## src/rtl/mult_err_stats.sv

```systemverilog
// Error-statistics collector for an accurate or approximate 8x8 multiplier under test.
// Optional signed bias accumulator is enabled with the ERR_BIAS_EN macro.
module mult_err_stats #(
   parameter int unsigned NUM_SAMPLES = 256
) (
   input  logic               clk,
   input  logic               rst,
   input  logic               start,
   input  logic               clear,
   input  logic               in_valid,
   output logic               in_ready,
   input  logic [7:0]         in_a,
   input  logic [7:0]         in_b,
   input  logic [15:0]        in_p,
   output logic [15:0]        sample_count,
   output logic [15:0]        mismatch_count,
   output logic [31:0]        sum_ed,
   output logic [15:0]        max_ed,
`ifdef ERR_BIAS_EN
   output logic signed [32:0] bias_sum,
`endif
   output logic               busy,
   output logic               done
);

   typedef enum logic [1:0] {StIdle, StRun, StDrain, StDone} state_e;

   localparam logic [15:0] LastIdx = 16'(NUM_SAMPLES - 1);

   state_e      state_q, state_d;
   logic [15:0] acc_cnt_q, acc_cnt_d;
   logic        s1_valid_q;
   logic [15:0] s1_ed_q;
   logic [15:0] exact;
   logic [15:0] ed;
   logic        xfer;
   logic        zero_stats;
`ifdef ERR_BIAS_EN
   logic signed [16:0] bias;
   logic signed [16:0] s1_bias_q;
`endif

   always_comb begin
      exact = {8'd0, in_a} * {8'd0, in_b};
      ed    = (in_p >= exact) ? (in_p - exact) : (exact - in_p);
`ifdef ERR_BIAS_EN
      bias  = signed'({1'b0, in_p}) - signed'({1'b0, exact});
`endif
   end

   always_comb begin
      state_d    = state_q;
      acc_cnt_d  = acc_cnt_q;
      zero_stats = 1'b0;
      in_ready   = (state_q == StRun);
      busy       = (state_q == StRun) || (state_q == StDrain);
      done       = (state_q == StDone);
      xfer       = in_valid && in_ready;
      case (state_q)
         StIdle, StDone: begin
            if (start) begin
               state_d    = StRun;
               acc_cnt_d  = 16'd0;
               zero_stats = 1'b1;
            end
         end
         StRun: begin
            if (xfer) begin
               acc_cnt_d = acc_cnt_q + 16'd1;
               if (acc_cnt_q == LastIdx) state_d = StDrain;
            end
         end
         StDrain: state_d = StDone;
         default: state_d = StIdle;
      endcase
   end

   // clear shares the reset path so an in-flight stage-1 sample is dropped
   always_ff @(posedge clk) begin
      if (rst || clear) begin
         state_q        <= StIdle;
         acc_cnt_q      <= 16'd0;
         s1_valid_q     <= 1'b0;
         s1_ed_q        <= 16'd0;
         sample_count   <= 16'd0;
         mismatch_count <= 16'd0;
         sum_ed         <= 32'd0;
         max_ed         <= 16'd0;
`ifdef ERR_BIAS_EN
         s1_bias_q      <= 17'sd0;
         bias_sum       <= 33'sd0;
`endif
      end else begin
         state_q    <= state_d;
         acc_cnt_q  <= acc_cnt_d;
         s1_valid_q <= xfer;
         if (xfer) begin
            s1_ed_q   <= ed;
`ifdef ERR_BIAS_EN
            s1_bias_q <= bias;
`endif
         end
         if (zero_stats) begin
            sample_count   <= 16'd0;
            mismatch_count <= 16'd0;
            sum_ed         <= 32'd0;
            max_ed         <= 16'd0;
`ifdef ERR_BIAS_EN
            bias_sum       <= 33'sd0;
`endif
         end else if (s1_valid_q) begin
            sample_count <= sample_count + 16'd1;
            if (s1_ed_q != 16'd0) mismatch_count <= mismatch_count + 16'd1;
            sum_ed <= sum_ed + {16'd0, s1_ed_q};
            if (s1_ed_q > max_ed) max_ed <= s1_ed_q;
`ifdef ERR_BIAS_EN
            bias_sum <= bias_sum + {{16{s1_bias_q[16]}}, s1_bias_q};
`endif
         end
      end
   end

endmodule

```

## config.mk

```make
export PLATFORM = sky130hd
export DESIGN_NAME = mult_err_stats
export DESIGN_NICKNAME = d
export VERILOG_FILES = /design/src/rtl/mult_err_stats.sv
export SDC_FILE = /design/constraint.sdc
export NUM_CORES = 1
export LEC_CHECK = 0
export ABC_AREA = 1
export CAP_MARGIN = 40
export CORE_ASPECT_RATIO = 1.5
export CORE_MARGIN = 8
export CORE_UTILIZATION = 47
export DETAILED_ROUTE_END_ITERATION = 7
export PLACE_DENSITY = 0.69
export SYNTH_ARGS = -nofsm -noshare
export SYNTH_HDL_FRONTEND = slang
export SYNTH_SLANG_ARGS = --single-unit
```

## constraint.sdc

```tcl
create_clock -name clk -period 7 [get_ports clk]
set_input_delay 0.7 -clock clk [delete_from_list [all_inputs] [get_ports clk]]
set_output_delay 0.7 -clock clk [all_outputs]
set_load 0.005 [all_outputs]
```

==> flow_metrics.env <==
export IMPL_outcome="completed"
export IMPL_grt_pass1_wl_um=47900
export IMPL_chipWidth_um=140
export IMPL_synth_flop_cell="dfxtp_1"
export IMPL_synth_cells=1670
export IMPL_p_total_uw=4070
export IMPL_power_density_nw_per_um2=317
export IMPL_core_area_um2=22700
export IMPL_post_cts_buffers=0
export IMPL_antennaDiodeCount=0
export IMPL_yosysTopAreaCellShare_pct=21.4
export IMPL_yosys_area_top_type="dfxtp_1"
export IMPL_peakVddDrop_mv=0.206
export IMPL_routed_wl_um=28400
export IMPL_synth_sequential_area_ratio_pct=21.4
export IMPL_multiInputGateArea_um2=7060
export IMPL_synth_edf_count=0
export IMPL_whs_endpoint="sample_count[14]"
export IMPL_cts_tree="yes"
export IMPL_fin_setup_tns_ps=0
export IMPL_relSlewSlack_pct=46.7
export IMPL_clk_latency_ps=420
export IMPL_route_vias_total=10600
export IMPL_yosys_top_cells_count="nand2_1, inv_1, a21oi_1"
export IMPL_worst_ep_arrival_time_ps=6690
export IMPL_hold_depth=2
export IMPL_wl_per_cell_um=13.8
export IMPL_start_util_pct=47.4
export IMPL_drc=0
export IMPL_grt_setup_unrepaired="no"
export IMPL_cts_max_level=4
export IMPL_vias_per_cell=5.16
export IMPL_path_clk_slew_ps=50
export IMPL_antenna_found_initial=0
export IMPL_critPathLaunchType="primary input"
export IMPL_hold_viol=0
export IMPL_crit_slowest_cell="clkdlybuf4s50_1"
export IMPL_drt_iter0_markers=530
export IMPL_fin_crit_ps=6350
export IMPL_finalCritPeriodShare_pct=90.7
export IMPL_timing_fmax_ghz=0.158
export IMPL_max_stage_delay_ps=640
export IMPL_setup_viol=0
export IMPL_netlist_area_um2=10800
export IMPL_nFillCells=2250
export IMPL_grtUsageTotal_pct=20.5
export IMPL_finalWorstSetupSlack_ps=654
export IMPL_hold_buffers=0
export IMPL_hold_path_class="reg -> reg"
export IMPL_setup_worst_path_class="in -> reg"
export IMPL_grt_busiest_layer="met2"
export IMPL_ant_nets=0
export IMPL_reg2reg_slack_ps=4520
export IMPL_gp_congestion=0.931
export IMPL_firstDrtPassIters=5
export IMPL_cts_root_buf="clkbuf_16"
export IMPL_grt_max_degree=50
export IMPL_final_area_um2=12800
export IMPL_synth_area_per_cell_um2=6.44
export IMPL_post_dp_hpwl_um=23200
export IMPL_ys_top_cells_by_area="dfxtp_1, nand2_1, ha_1"
export IMPL_tightestPinTransition_ps=799
export IMPL_layout_nets=1949
export IMPL_post_place_ws_ps=153
export IMPL_cts_sinks=115
export IMPL_crit_path_frequent_cell="nand2_1"
export IMPL_reg2reg_to="max_ed[0]"
export IMPL_cts_buffers=17
export IMPL_reg2reg_depth=7
export IMPL_std_cell_rows=68
export IMPL_grtUsageMet3_pct=2.97
export IMPL_grt_util_met1_pct=19.7
export IMPL_ys_warn_count=0
export IMPL_pin_count=120
export IMPL_holdWs_ps=463
export IMPL_mappedNetlistNets=1851
export IMPL_placed_cell_area_um2=12100
export IMPL_p_leak_uw=0.00628
export IMPL_die_h_um=201
export IMPL_hold_path_startpoint="sample_count[14]"
export IMPL_syn2layout_area_growth_pct=19.2
export IMPL_postSynth_asyncResetShare_pct=0
export IMPL_io_buffers=119
export IMPL_grt_overflow=0
export IMPL_ys_ff_latch=115
export IMPL_grt_pass1_vias=10500
export IMPL_synthMostInstantiatedCell="nand2_1"
export IMPL_worst_setup_path_end_kind="register"
export IMPL_cts_repair_resized=0
export IMPL_worst_clock_skew_ps=8.07
export IMPL_max_cap_violations=0
export IMPL_maxSlewViolCount=0
export IMPL_seqCellArea_um2=2300
export IMPL_die_area_um2=28100
export IMPL_drive_gt1_share_pct=4.66
export IMPL_required_ps=7340
export IMPL_ys_types=44
export IMPL_cp_max_fo=16
export IMPL_clockBufferDepth=2
export IMPL_use_met2_pct=40.6
export IMPL_reg2reg_from="s1_ed_q[15]"
per-layer routing:
metal	up-vias	routed length, µm
met2	251	15500
met5	-	0
met1	4872	10800
li1	5434	-
met4	0	1070
met3	69	998
metrics by stage:
step           util [%]  std cells
6_report           56.5       2061
5_1_grt            56.5       2061
4_1_cts            56.5       2061
3_5_place_dp       53.4       2029
3_3_place_gp       53.3       2028
2_1_floorplan         -       1670
layout by cell type, fill, tap and decap left out, types with 2 or more instances in the layout:
cell	instances
or2_2	3
inv_2	5
nand2_2	12
a21oi_1	126
clkdlybuf4s50_1	119
a21boi_0	2
nand4_1	23
clkbuf_16	17
ha_1	105
clkbuf_1	2
fa_1	39
bufinv_16	6
nor2_2	6
xnor2_1	13
nand2_4	2
clkbuf_8	4
buf_4	7
o21bai_1	6
o21a_1	4
nand3_2	2
nor2_4	3
a21oi_2	6
xor2_1	40
nand2_1	461
nor2_1	125
nor4_1	10
nand3_1	121
and2_1	2
o22ai_1	2
nor3b_1	3
nor3_1	24
inv_1	302
o21ai_0	48
dfxtp_1	115
clkinv_2	2
nor3_2	2
flip-flops by register name, summed over array words and instances, names as in the netlist:
register / cells
sum_ed: 32
acc_cnt_q: 16
max_ed: 16
mismatch_count: 16
s1_ed_q: 16
sample_count: 16
state_q: 2
s1_valid_q: 1
cell families (layout without fill, tap and decap cells):
logic type / Yosys count / in the layout / share of synthesized area, %
AO/OA/AOI/OAI: 201 / 201 / 9.99
XOR/XNOR: 53 / 53 / 4.31
adder cells (fa/ha/maj): 144 / 144 / 19.5
buffers and inverters: 356 / 467 / 13.1
flip-flops: 115 / 115 / 21.4
AND/OR/NAND/NOR: 801 / 801 / 31.7
worst max path at each step:
stage | from | to | slack, ps | cells after the start
final | in_b[7] | s1_ed_q[5] | 650 | 27
after CTS | in_b[7] | s1_ed_q[5] | 600 | 27
after global routing | in_b[7] | s1_ed_q[1] | 140 | 27
after global placement | in_b[6] | s1_ed_q[5] | 340 | 28
after detailed placement | in_b[7] | s1_ed_q[5] | 150 | 27
after floorplan | in_a[0] | s1_ed_q[6] | 1190 | 28
report_power, final:
group          switching (µW)  internal (µW)  total, µW
Combinational            1560            837       2390
Sequential               8.84            660        669
Clock                     302            704       1010
Total                    1870           2200       4070
final cells by class:
cell class	count	area share, %
inverter	308	9.01
multi-input combinational	1199	55.0
timing repair buffer	127	9.91
tap	280	2.73
sequential	115	18.0
clock inverter	9	1.54
clock buffer	23	3.80
critical path: cells and delay by family:
family / cells / cell delay (ps)
adder cells (fa/ha/maj): 6 / 2870
AND/OR/NAND/NOR: 10 / 1240
buffers and inverters: 5 / 920
AO/OA/AOI/OAI: 5 / 870
XOR/XNOR: 1 / 80
Power figures use the tool's default switching activity.
